`src/rtl/pc_sequencer.sv`:
```
// Program counter sequencer: selects the next PC (sequential, branch or jump)
// and issues instruction fetches over a valid/ready handshake.
module pc_sequencer #(
    parameter int               WIDTH    = 32,
    parameter logic [WIDTH-1:0] RESET_PC = '0,
    parameter int               STEP     = 4
) (
    input  logic             clk,
    input  logic             rst,
    output logic             fetch_valid,
    input  logic             fetch_ready,
    output logic [WIDTH-1:0] pc,
    output logic [WIDTH-1:0] pc_next_seq,
    input  logic             branch_en,
    input  logic [WIDTH-1:0] branch_target,
    input  logic             jump_en,
    input  logic [WIDTH-1:0] jump_target,
    input  logic             stall,
    input  logic             halt,
    output logic             halted,
    output logic             misalign_err
);

    typedef enum logic [1:0] {
        ST_IDLE   = 2'd0,
        ST_REQ    = 2'd1,
        ST_HALTED = 2'd2
    } state_t;

    localparam logic [WIDTH-1:0] STEP_W = WIDTH'(STEP);

    state_t           state_reg;
    logic [WIDTH-1:0] pc_reg;
    logic [WIDTH-1:0] pending_target_reg;
    logic             pending_valid_reg;
    logic             fetch_valid_reg;
    logic             halted_reg;
    logic             misalign_err_reg;

    logic             redirect_en;
    logic [WIDTH-1:0] redirect_raw;
    logic [WIDTH-1:0] redirect_target;
    logic             redirect_misaligned;

    // Jump wins over branch when both are asserted in the same cycle.
    assign redirect_en         = jump_en | branch_en;
    assign redirect_raw        = jump_en ? jump_target : branch_target;
    assign redirect_misaligned = redirect_en & (redirect_raw[1:0] != 2'b00);

    genvar gi;
    generate
        for (gi = 0; gi < WIDTH; gi++) begin : g_align
            if (gi < 2) begin : g_low
                assign redirect_target[gi] = 1'b0;
            end else begin : g_high
                assign redirect_target[gi] = redirect_raw[gi];
            end
        end
    endgenerate

    assign pc_next_seq  = pc_reg + STEP_W;
    assign pc           = pc_reg;
    assign fetch_valid  = fetch_valid_reg;
    assign halted       = halted_reg;
    assign misalign_err = misalign_err_reg;

    always_ff @(posedge clk) begin
        if (rst) begin
            state_reg          <= ST_IDLE;
            pc_reg             <= RESET_PC;
            pending_target_reg <= '0;
            pending_valid_reg  <= 1'b0;
            fetch_valid_reg    <= 1'b0;
            halted_reg         <= 1'b0;
            misalign_err_reg   <= 1'b0;
        end else begin
            if ((state_reg != ST_HALTED) && redirect_misaligned) begin
                misalign_err_reg <= 1'b1;
            end

            unique case (state_reg)
                ST_IDLE: begin
                    if (halt) begin
                        state_reg       <= ST_HALTED;
                        fetch_valid_reg <= 1'b0;
                        halted_reg      <= 1'b1;
                        if (redirect_en) begin
                            pending_valid_reg  <= 1'b1;
                            pending_target_reg <= redirect_target;
                        end
                    end else if (!stall) begin
                        // A redirect seen on the issue edge is newer than any pending one.
                        state_reg         <= ST_REQ;
                        fetch_valid_reg   <= 1'b1;
                        pending_valid_reg <= 1'b0;
                        if (redirect_en) begin
                            pc_reg <= redirect_target;
                        end else if (pending_valid_reg) begin
                            pc_reg <= pending_target_reg;
                        end
                    end else if (redirect_en) begin
                        pending_valid_reg  <= 1'b1;
                        pending_target_reg <= redirect_target;
                    end
                end

                ST_REQ: begin
                    if (fetch_ready) begin
                        if (redirect_en) begin
                            pc_reg <= redirect_target;
                        end else if (pending_valid_reg) begin
                            pc_reg <= pending_target_reg;
                        end else begin
                            pc_reg <= pc_next_seq;
                        end
                        pending_valid_reg <= 1'b0;

                        if (halt) begin
                            state_reg       <= ST_HALTED;
                            fetch_valid_reg <= 1'b0;
                            halted_reg      <= 1'b1;
                        end else if (stall) begin
                            state_reg       <= ST_IDLE;
                            fetch_valid_reg <= 1'b0;
                        end
                    end else if (redirect_en) begin
                        // Request must stay stable; remember the redirect for later.
                        pending_valid_reg  <= 1'b1;
                        pending_target_reg <= redirect_target;
                    end
                end

                ST_HALTED: begin
                    fetch_valid_reg <= 1'b0;
                    halted_reg      <= 1'b1;
                end

                default: begin
                    state_reg       <= ST_IDLE;
                    fetch_valid_reg <= 1'b0;
                    halted_reg      <= 1'b0;
                end
            endcase
        end
    end

endmodule

```
`config.mk`:
```
export PLATFORM = sky130hd
export DESIGN_NAME = pc_sequencer
export DESIGN_NICKNAME = d
export VERILOG_FILES = /design/src/rtl/pc_sequencer.sv
export SDC_FILE = /design/constraint.sdc
export NUM_CORES = 1
export LEC_CHECK = 0
export CORE_MARGIN = 8
export CORE_UTILIZATION = 45
export CTS_CLUSTER_SIZE = 14
export DETAILED_ROUTE_END_ITERATION = 12
export PLACE_DENSITY_LB_ADDON = 0.12
export SETUP_SLACK_MARGIN = 0.5
export SYNTH_ARGS = -nofsm -noshare
export SYNTH_HDL_FRONTEND = slang
export SYNTH_SLANG_ARGS = --single-unit
```
`constraint.sdc`:
```
create_clock -name clk -period 2.7 [get_ports clk]
set_input_delay 0.54 -clock clk [delete_from_list [all_inputs] [get_ports clk]]
set_output_delay 0.54 -clock clk [all_outputs]
set_load 0.005 [all_outputs]
```
After elaboration in Yosys (flattened, before gate mapping)

Index checks and enable logic that the tools add are counted.

Register bits after elaboration: 70
Bits of input ports: 71
Output and inout port bits: 67

Add/subtract/negate cells: 1
Equal/unequal tests: 11
Muxes and demuxes: 34
Reduce and logical (&&, ||, !) cells: 8
Bitwise operators: 3

Operators with widths:

| operator                                                        | number |
|---|---|
| 32-bit two-way mux                                              | 12 |
| 32-bit one-hot mux with 2 select lines                          | 2 |
| 32-bit by 3-bit adder with 32-bit output, second input constant | 1 |
| 3-bit != test, second input constant                            | 4 |
| 1-bit two-way mux                                               | 11 |
| 2-bit two-way mux                                               | 5 |
| 2-bit != test, second input constant                            | 5 |
| 2-bit one-hot mux with 3 select lines                           | 1 |
| 3-bit AND reduction                                             | 2 |
| 5-bit AND reduction                                             | 1 |
| 1-bit one-hot mux with 2 select lines                           | 2 |
| 4-bit AND reduction                                             | 1 |
| 2-bit nonzero test                                              | 2 |
| 1-bit one-hot mux with 3 select lines                           | 1 |
| 2-bit by 1-bit == test with 1-bit output, second input constant | 1 |
| 2-bit == test, second input constant                            | 1 |
| 2-bit zero test                                                 | 1 |
| 1-bit AND                                                       | 1 |
| 1-bit logical AND                                               | 1 |
| 1-bit inverter                                                  | 1 |
| 1-bit OR                                                        | 1 |

Depth between registers and ports, before layout

Gate-level depths: netlist of run 1.

Depth in word-level cells: 5
Depth in mapped cells: 8
Mapped depth without buffers: 6

Worst setup path after synthesis of run 1

OpenSTA, ideal clock, no wires.

Path type: reg-to-output
From: register pc_reg[2], in the netlist pc[2]
To: output pc_next_seq[24]
Arrival: 2014 ps
Slack: 146 ps
Cell stages (with the launch flop): 7
Cells stage by stage: dfxtp_1 > ha_1 > nand3_4 > or4_1 > buf_2 > o31a_2 > or2_2

Word-level cells in the longest chain between the ends: 1

RTL lines:

| element                                  | RTL line | RTL |
|---|---|---|
| from (decl)                              | 33       | `logic [WIDTH-1:0] pc_reg;` |
| from (signal assigned)                   | 97       | `pc_reg <= redirect_target;` |
| from (signal assigned)                   | 99       | `pc_reg <= pending_target_reg;` |
| from (signal assigned)                   | 110      | `pc_reg <= redirect_target;` |
| 32-bit by 3-bit adder with 32-bit output | 61       | `assign pc_next_seq = pc_reg + STEP_W;` |
| to (decl)                                | 13       | `output logic [WIDTH-1:0] pc_next_seq,` |

No other way between the ends.

Final worst setup path of run 1

From: register pc_reg[11], in the netlist pc[11]
To: output pc_next_seq[24]

The elaborated chain is that of the path after synthesis.

==> results of run 1 <==
## how the worst min path moves through the flow
stage	startpoint	end	slack (ps)
floorplan	pending_target_reg[0]	pending_target_reg[0]	460
global placement	halted	halted	460
detailed placement	halted	halted	470
CTS	halted	halted	480
global route	pending_target_reg[1]	pending_target_reg[1]	510
finish	halted	halted	480
## metrics by stage
stage	hold slack, ps	power [mW]	area (µm²)	setup TNS (ps)	setup WS (ps)
floorplan	458	1.60	4410	0	450
global placement	461	2.04	6150	-32.1	-32.1
detailed placement	468	2.06	6150	-18.3	-18.3
CTS	477	2.99	6710	-1520	-196
global route	508	3.18	7050	-1140	-178
finish	476	3.05	7050	-437	-115
## worst max-delay path: cells and delay by family (launching register included)
kind,cells,cell delay [ps]
buf+inv,3,430
flops,1,330
simple gates,3,890
compound gates,1,270
## cell families (layout without fill, tap and decap cells)
group                      after synthesis  in the layout
DFF                                     70             70
buffers and inverters                   64            262
adders and majority gates                2              2
muxes                                    1              1
and+or+nand+nor                        229            229
xor gates and xnor gates                15             15
AOI/OAI and AO/OA                      182            182
## layer usage
metal	global-route usage [%]	share of wire, %
met4	9.24	2.7
met2	44.9	48
met3	5.92	11
met1	32.6	39
met5	0	0
## cell type report
cell class	instances	area [µm²]
Timing Repair Buffer	235	2170
Sequential cell	70	1430
Multi-Input combinational cell	429	3040
Inverter	11	41.3
Clock buffer	9	124
Clock inverter	7	88.8
Fill cell	635	2190
Tap cell	129	161
## report_power, final
group / switching (mW) / leakage, nW / internal [mW] / total, mW
clock network: 0.429 / 0.103 / 0.514 / 0.942
logic: 0.437 / 2.12 / 0.471 / 0.908
registers: 0.0841 / 0.583 / 1.12 / 1.20
total: 0.949 / 2.80 / 2.10 / 3.05
## cell usage in the layout (no fill, tap or decap), types with 8 or more instances in the layout
cell / count
nand2_1: 17
clkbuf_8: 9
o22ai_1: 17
nand4_1: 8
dfxtp_2: 10
a222oi_1: 12
or2_4: 10
a22oi_1: 12
nand3_1: 8
buf_6: 24
a22o_1: 12
a211o_1: 9
o21ai_0: 31
a21oi_1: 15
clkdlybuf4s50_1: 106
dfxtp_1: 56
inv_1: 11
nor2_1: 96
nor3_1: 20
a211oi_1: 31
buf_2: 15
buf_4: 76
## repair_timing
action / CTS / global route
cloned: 0 / 1
endpoints found under the setup margin: 29 / 65
setup buffers: 18 / 20
pin swaps: 22 / 43
gates resized for setup: 121 / 72
==> results_dict.tcl, run 1 <==
set metrics [dict create \
    reg2reg_to "pc[30]" \
    synth_top_family_by_area "compound AO/OA/AOI/OAI gates" \
    outcome "finished, violations left" \
    htree_num_levels 3 \
    final_nets 828 \
    synth_area_leaders "dfxtp_1, nor2_1, a211oi_1, o21ai_0, clkbuf_1" \
    clock_path_buffers 2 \
    yosys_warnings 0 \
    worst-path-max-fanout 5 \
    synth-simple-area-share_pct 27.0 \
    grt_pass1_vias 5475 \
    synthCells 563 \
    reg2reg_depth 10 \
    grt.total_usage_pct 26.6 \
    crit_top_cell "buf_6" \
    startpoint "pc[11]" \
    grt_overflow 0 \
    core_area_um2 9240 \
    insertion_delay_ps 350 \
    wl_per_cell_um 20.7 \
    synth_edf_count 0 \
    r2r_start "pc[11]" \
    gp_congestion 0.954 \
    synth_flop_cell "dfxtp_1" \
    antenna_found_initial 0 \
    rows 35 \
    synth_xor_area_share_pct 3.06 \
    async_flop_share_pct 0 \
    worst_ep_required_time_ps 2160 \
    ir_drop_mv 0.300 \
    port-buffer-count 137 \
    rsz0062_at_grt "yes" \
    synth_fa_ha_area_share_pct 0.525 \
    slew_headroom_pct 45.5 \
    worstMarginPinSlew_ps 817 \
    slowest_stage "or4_4" \
    synth_top_area_share_pct 32.7 \
    die-area_um2 12900 \
    final_core_util_pct 76.3 \
    syn_area_um2 4290 \
    r2r_slack_ps 480 \
    cp_data_arrival_time_ps 2270 \
    drv_slew 0 \
    die_x_um 114 \
    p_leak_nw 2.80 \
    grt_max_degree 72 \
    synth_nets 635 \
    clkTransAtPathRegs_ps 80 \
    clockRootBuffer "clkbuf_8" \
    crit_chain "nand4_1 -> buf_4 -> or4_4 -> buf_6 -> o31a_4 -> or2_4 -> buf_6" \
    synth_most_common_cell "nor2_1" \
    post-place-cells 835 \
    areaGrowthSynthToFinish_pct 64.4 \
    drt_iter0_markers 609 \
    ios 138 \
    fin_ws_ps -115 \
    synth_compound_area_share_pct 30.5 \
    finalCritPeriodShare_pct 104 \
    antenna_cells 0 \
    yosys_register_bits 70 \
    fin_crit_ps 2810 \
    p_per_area_nw_per_um2 433 \
    max_freq_mhz 355 \
    endpoint "pc_next_seq[24]" \
    fin_worst_skew_ps 11.2 \
    fin_cells 890 \
    drc 0 \
    worstSetupPathType "reg2out" \
    setup_viol 8 \
    seq_area_frac_synth_pct 32.7 \
    drv_cap 0 \
    die_h_um 114 \
    finalHoldViolations 0 \
    min_path_cells 2 \
    synth_area_per_cell_um2 7.62 \
    cts_sinks 70 \
    start_util_pct 46.4 \
    grt_pass1_wl_um 27900 \
    synthMuxAreaShare_pct 0.233 \
    wirelength_um 18400 \
    drt_first_pass_iters 7 \
    dpl.hpwl_um 12100 \
    vias 5592 \
    critPathCaptureType "output pin" \
    critPathMaxStageDelay_ps 560 \
    via_per_inst 6.28 \
    cts_hold_buf 0 \
    cts_tree "done" \
    drive_above_1_share_pct 29.0 \
    synth_cell_types 58 \
    yosys.area.top_type "dfxtp_1" \
    numCtsBuffers 9 \
    violations "setup timing" \
    min_path_type "reg2reg" \
    ant_nets 0 \
    synth_common_cells "nor2_1, dfxtp_1, clkbuf_1" \
    start_kind "flop" \
]
No activity file was read; power rests on OpenSTA's default activity.
==> run 2, diff against run 1 <==
--- a/config.mk
+++ b/config.mk
@@ -11,6 +11,7 @@
 export DETAILED_ROUTE_END_ITERATION = 12
 export PLACE_DENSITY_LB_ADDON = 0.12
 export SETUP_SLACK_MARGIN = 0.5
+export SKIP_LAST_GASP = 1
 export SYNTH_ARGS = -nofsm -noshare
 export SYNTH_HDL_FRONTEND = slang
 export SYNTH_SLANG_ARGS = --single-unit
==> run 2 against run 1 <==
The flow still finishes with violations (setup timing). Global-route usage decreased by 0.073 points. Clock-buffer cell count unchanged. Sequential cell count is the same. Critical path depth unchanged. Core utilization decreased by 0.31 points. Clock power up 0.6%. Worst setup slack got worse by 5.5 ps. Clock skew hardly changed. First-iteration DRC count down 11%. Sequential power is essentially flat. Critical path type unchanged. Largest cell class unchanged.
==> results_dict.tcl, run 2 (synthesis results as in run 1) <==
set metrics [dict create \
    die_h_um 114 \
    start_kind "flop" \
    cts_tree "done" \
    cp_data_arrival_time_ps 2280 \
    fin_crit_ps 2820 \
    drv_cap 0 \
    grt_pass1_wl_um 27800 \
    setup_viol 10 \
    clock_path_buffers 2 \
    areaGrowthSynthToFinish_pct 63.7 \
    grt_overflow 0 \
    outcome "finished, violations left" \
    drt_iter0_markers 539 \
    worst-path-max-fanout 5 \
    finalCritPeriodShare_pct 104 \
    die_x_um 114 \
    critPathBufInv 3 \
    drt_first_pass_iters 6 \
    via_per_inst 6.22 \
    dpl.hpwl_um 12100 \
    final_cell_mix "clkdlybuf4s50_1, nor2_1, buf_4, dfxtp_1" \
    htree_num_levels 3 \
    core_area_um2 9240 \
    max_freq_mhz 355 \
    cts_hold_buf 0 \
    port-buffer-count 137 \
    ant_nets 0 \
    start_util_pct 46.4 \
    drive_above_1_share_pct 28.7 \
    critPathCaptureType "output pin" \
    pre_cts_ws_ps -18.3 \
    finalHoldViolations 0 \
    grt_pass1_vias 5457 \
    crit_top_cell "buf_6" \
    finalPower_mw 3.06 \
    worst_ep_required_time_ps 2160 \
    grt_max_degree 72 \
    worstMarginPinSlew_ps 816 \
    insertion_delay_ps 350 \
    vias 5531 \
    final_common_cell "clkdlybuf4s50_1" \
    wirelength_um 18400 \
    gp_congestion 0.954 \
    rows 35 \
    wl_per_cell_um 20.7 \
    violations "setup timing" \
    numCtsBuffers 9 \
    worstSetupPathType "reg2out" \
    p_per_area_nw_per_um2 436 \
    cts_sinks 70 \
    ios 138 \
    path_delay_family "simple AND/OR/NAND/NOR gates" \
    fin_worst_skew_ps 11.3 \
    drc 0 \
    p_leak_nw 2.79 \
    die-area_um2 12900 \
    n_fill_cell 656 \
    drv_slew 0 \
    slew_headroom_pct 45.6 \
    clockRootBuffer "clkbuf_8" \
    critPathMaxStageDelay_ps 560 \
    slowest_stage "or4_4" \
    antenna_found_initial 0 \
    grt.total_usage_pct 26.6 \
    rsz0062_at_grt "yes" \
    fin_cells 889 \
    crit_chain "nand4_1 -> buf_4 -> or4_4 -> buf_6 -> o31a_4 -> or2_4 -> buf_6" \
    antenna_cells 0 \
    min_path_type "reg2reg" \
    fin_ws_ps -120 \
    post-place-cells 835 \
    ir_drop_mv 0.301 \
    clkTransAtPathRegs_ps 80 \
    final_nets 827 \
]
## run 2: final timing paths
| kind | start | to | slack [ps] | cells past startpoint |
|---|---|---|---|---|
| max | pc[11] | pc_next_seq[24] | -120 | 7 |
| min | halted | halted | 480 | 2 |
| max reg2reg | pc[11] | pc[30] | 460 | 10 |
| min reg2reg | halted | halted | 480 | 2 |
## run 2: repair_timing
action,4_1_cts,5_1_grt
pin swaps,20,40
endpoints found under the hold margin,0,0
cloned,0,1
gates resized for setup,93,84
setup endpoints to repair,29,68
setup buffers,18,19
## run 2: per-layer routing
layer  GRT usage, %  part of all wire [%]  up-vias
li1               -                     -     2509
met5              0                     0        -
met2           44.7                    48      339
met4           9.15                   2.5        0
met3           6.02                   9.9       50
met1           32.5                    40     2633
## run 2: area by class of cell
type | instances | area [µm²] | area share (%)
multi-input cells | 429 | 3030 | 43.2
repair buffers | 234 | 2150 | 30.6
flip-flops and latches | 70 | 1430 | 20.4
well taps | 129 | 161 | 2.30
clock buffers | 9 | 124 | 1.76
clock inverters | 7 | 88.8 | 1.27
inverters | 11 | 41.3 | 0.588
## run 2: power breakdown
part           total [mW]  internal [mW]  leakage, nW  switching [mW]
logic               0.906          0.471         2.10           0.436
registers            1.20           1.12        0.583          0.0848
clock network       0.948          0.514        0.103           0.434
## run 2: tightest hold or removal path, delay by kind of cell (launching register included)
| kind | cells | cell delay [ps] |
|---|---|---|
| AOI/OAI and AO/OA | 1 | 60 |
| buffers and inverters | 1 | 50 |
| DFF | 1 | 320 |
## run 2: through the flow
stage          TNS [ps]  instance area (µm²)  util [%]  hold WS, ps
6_report           -688                 7020      76.0          476
5_1_grt           -1420                 7020      76.0          508
4_1_cts           -2340                 6700      72.5          477
3_5_place_dp      -18.3                 6150      66.6          468
3_3_place_gp      -32.1                 6150      66.6          461
2_1_floorplan         0                 4410         -          458
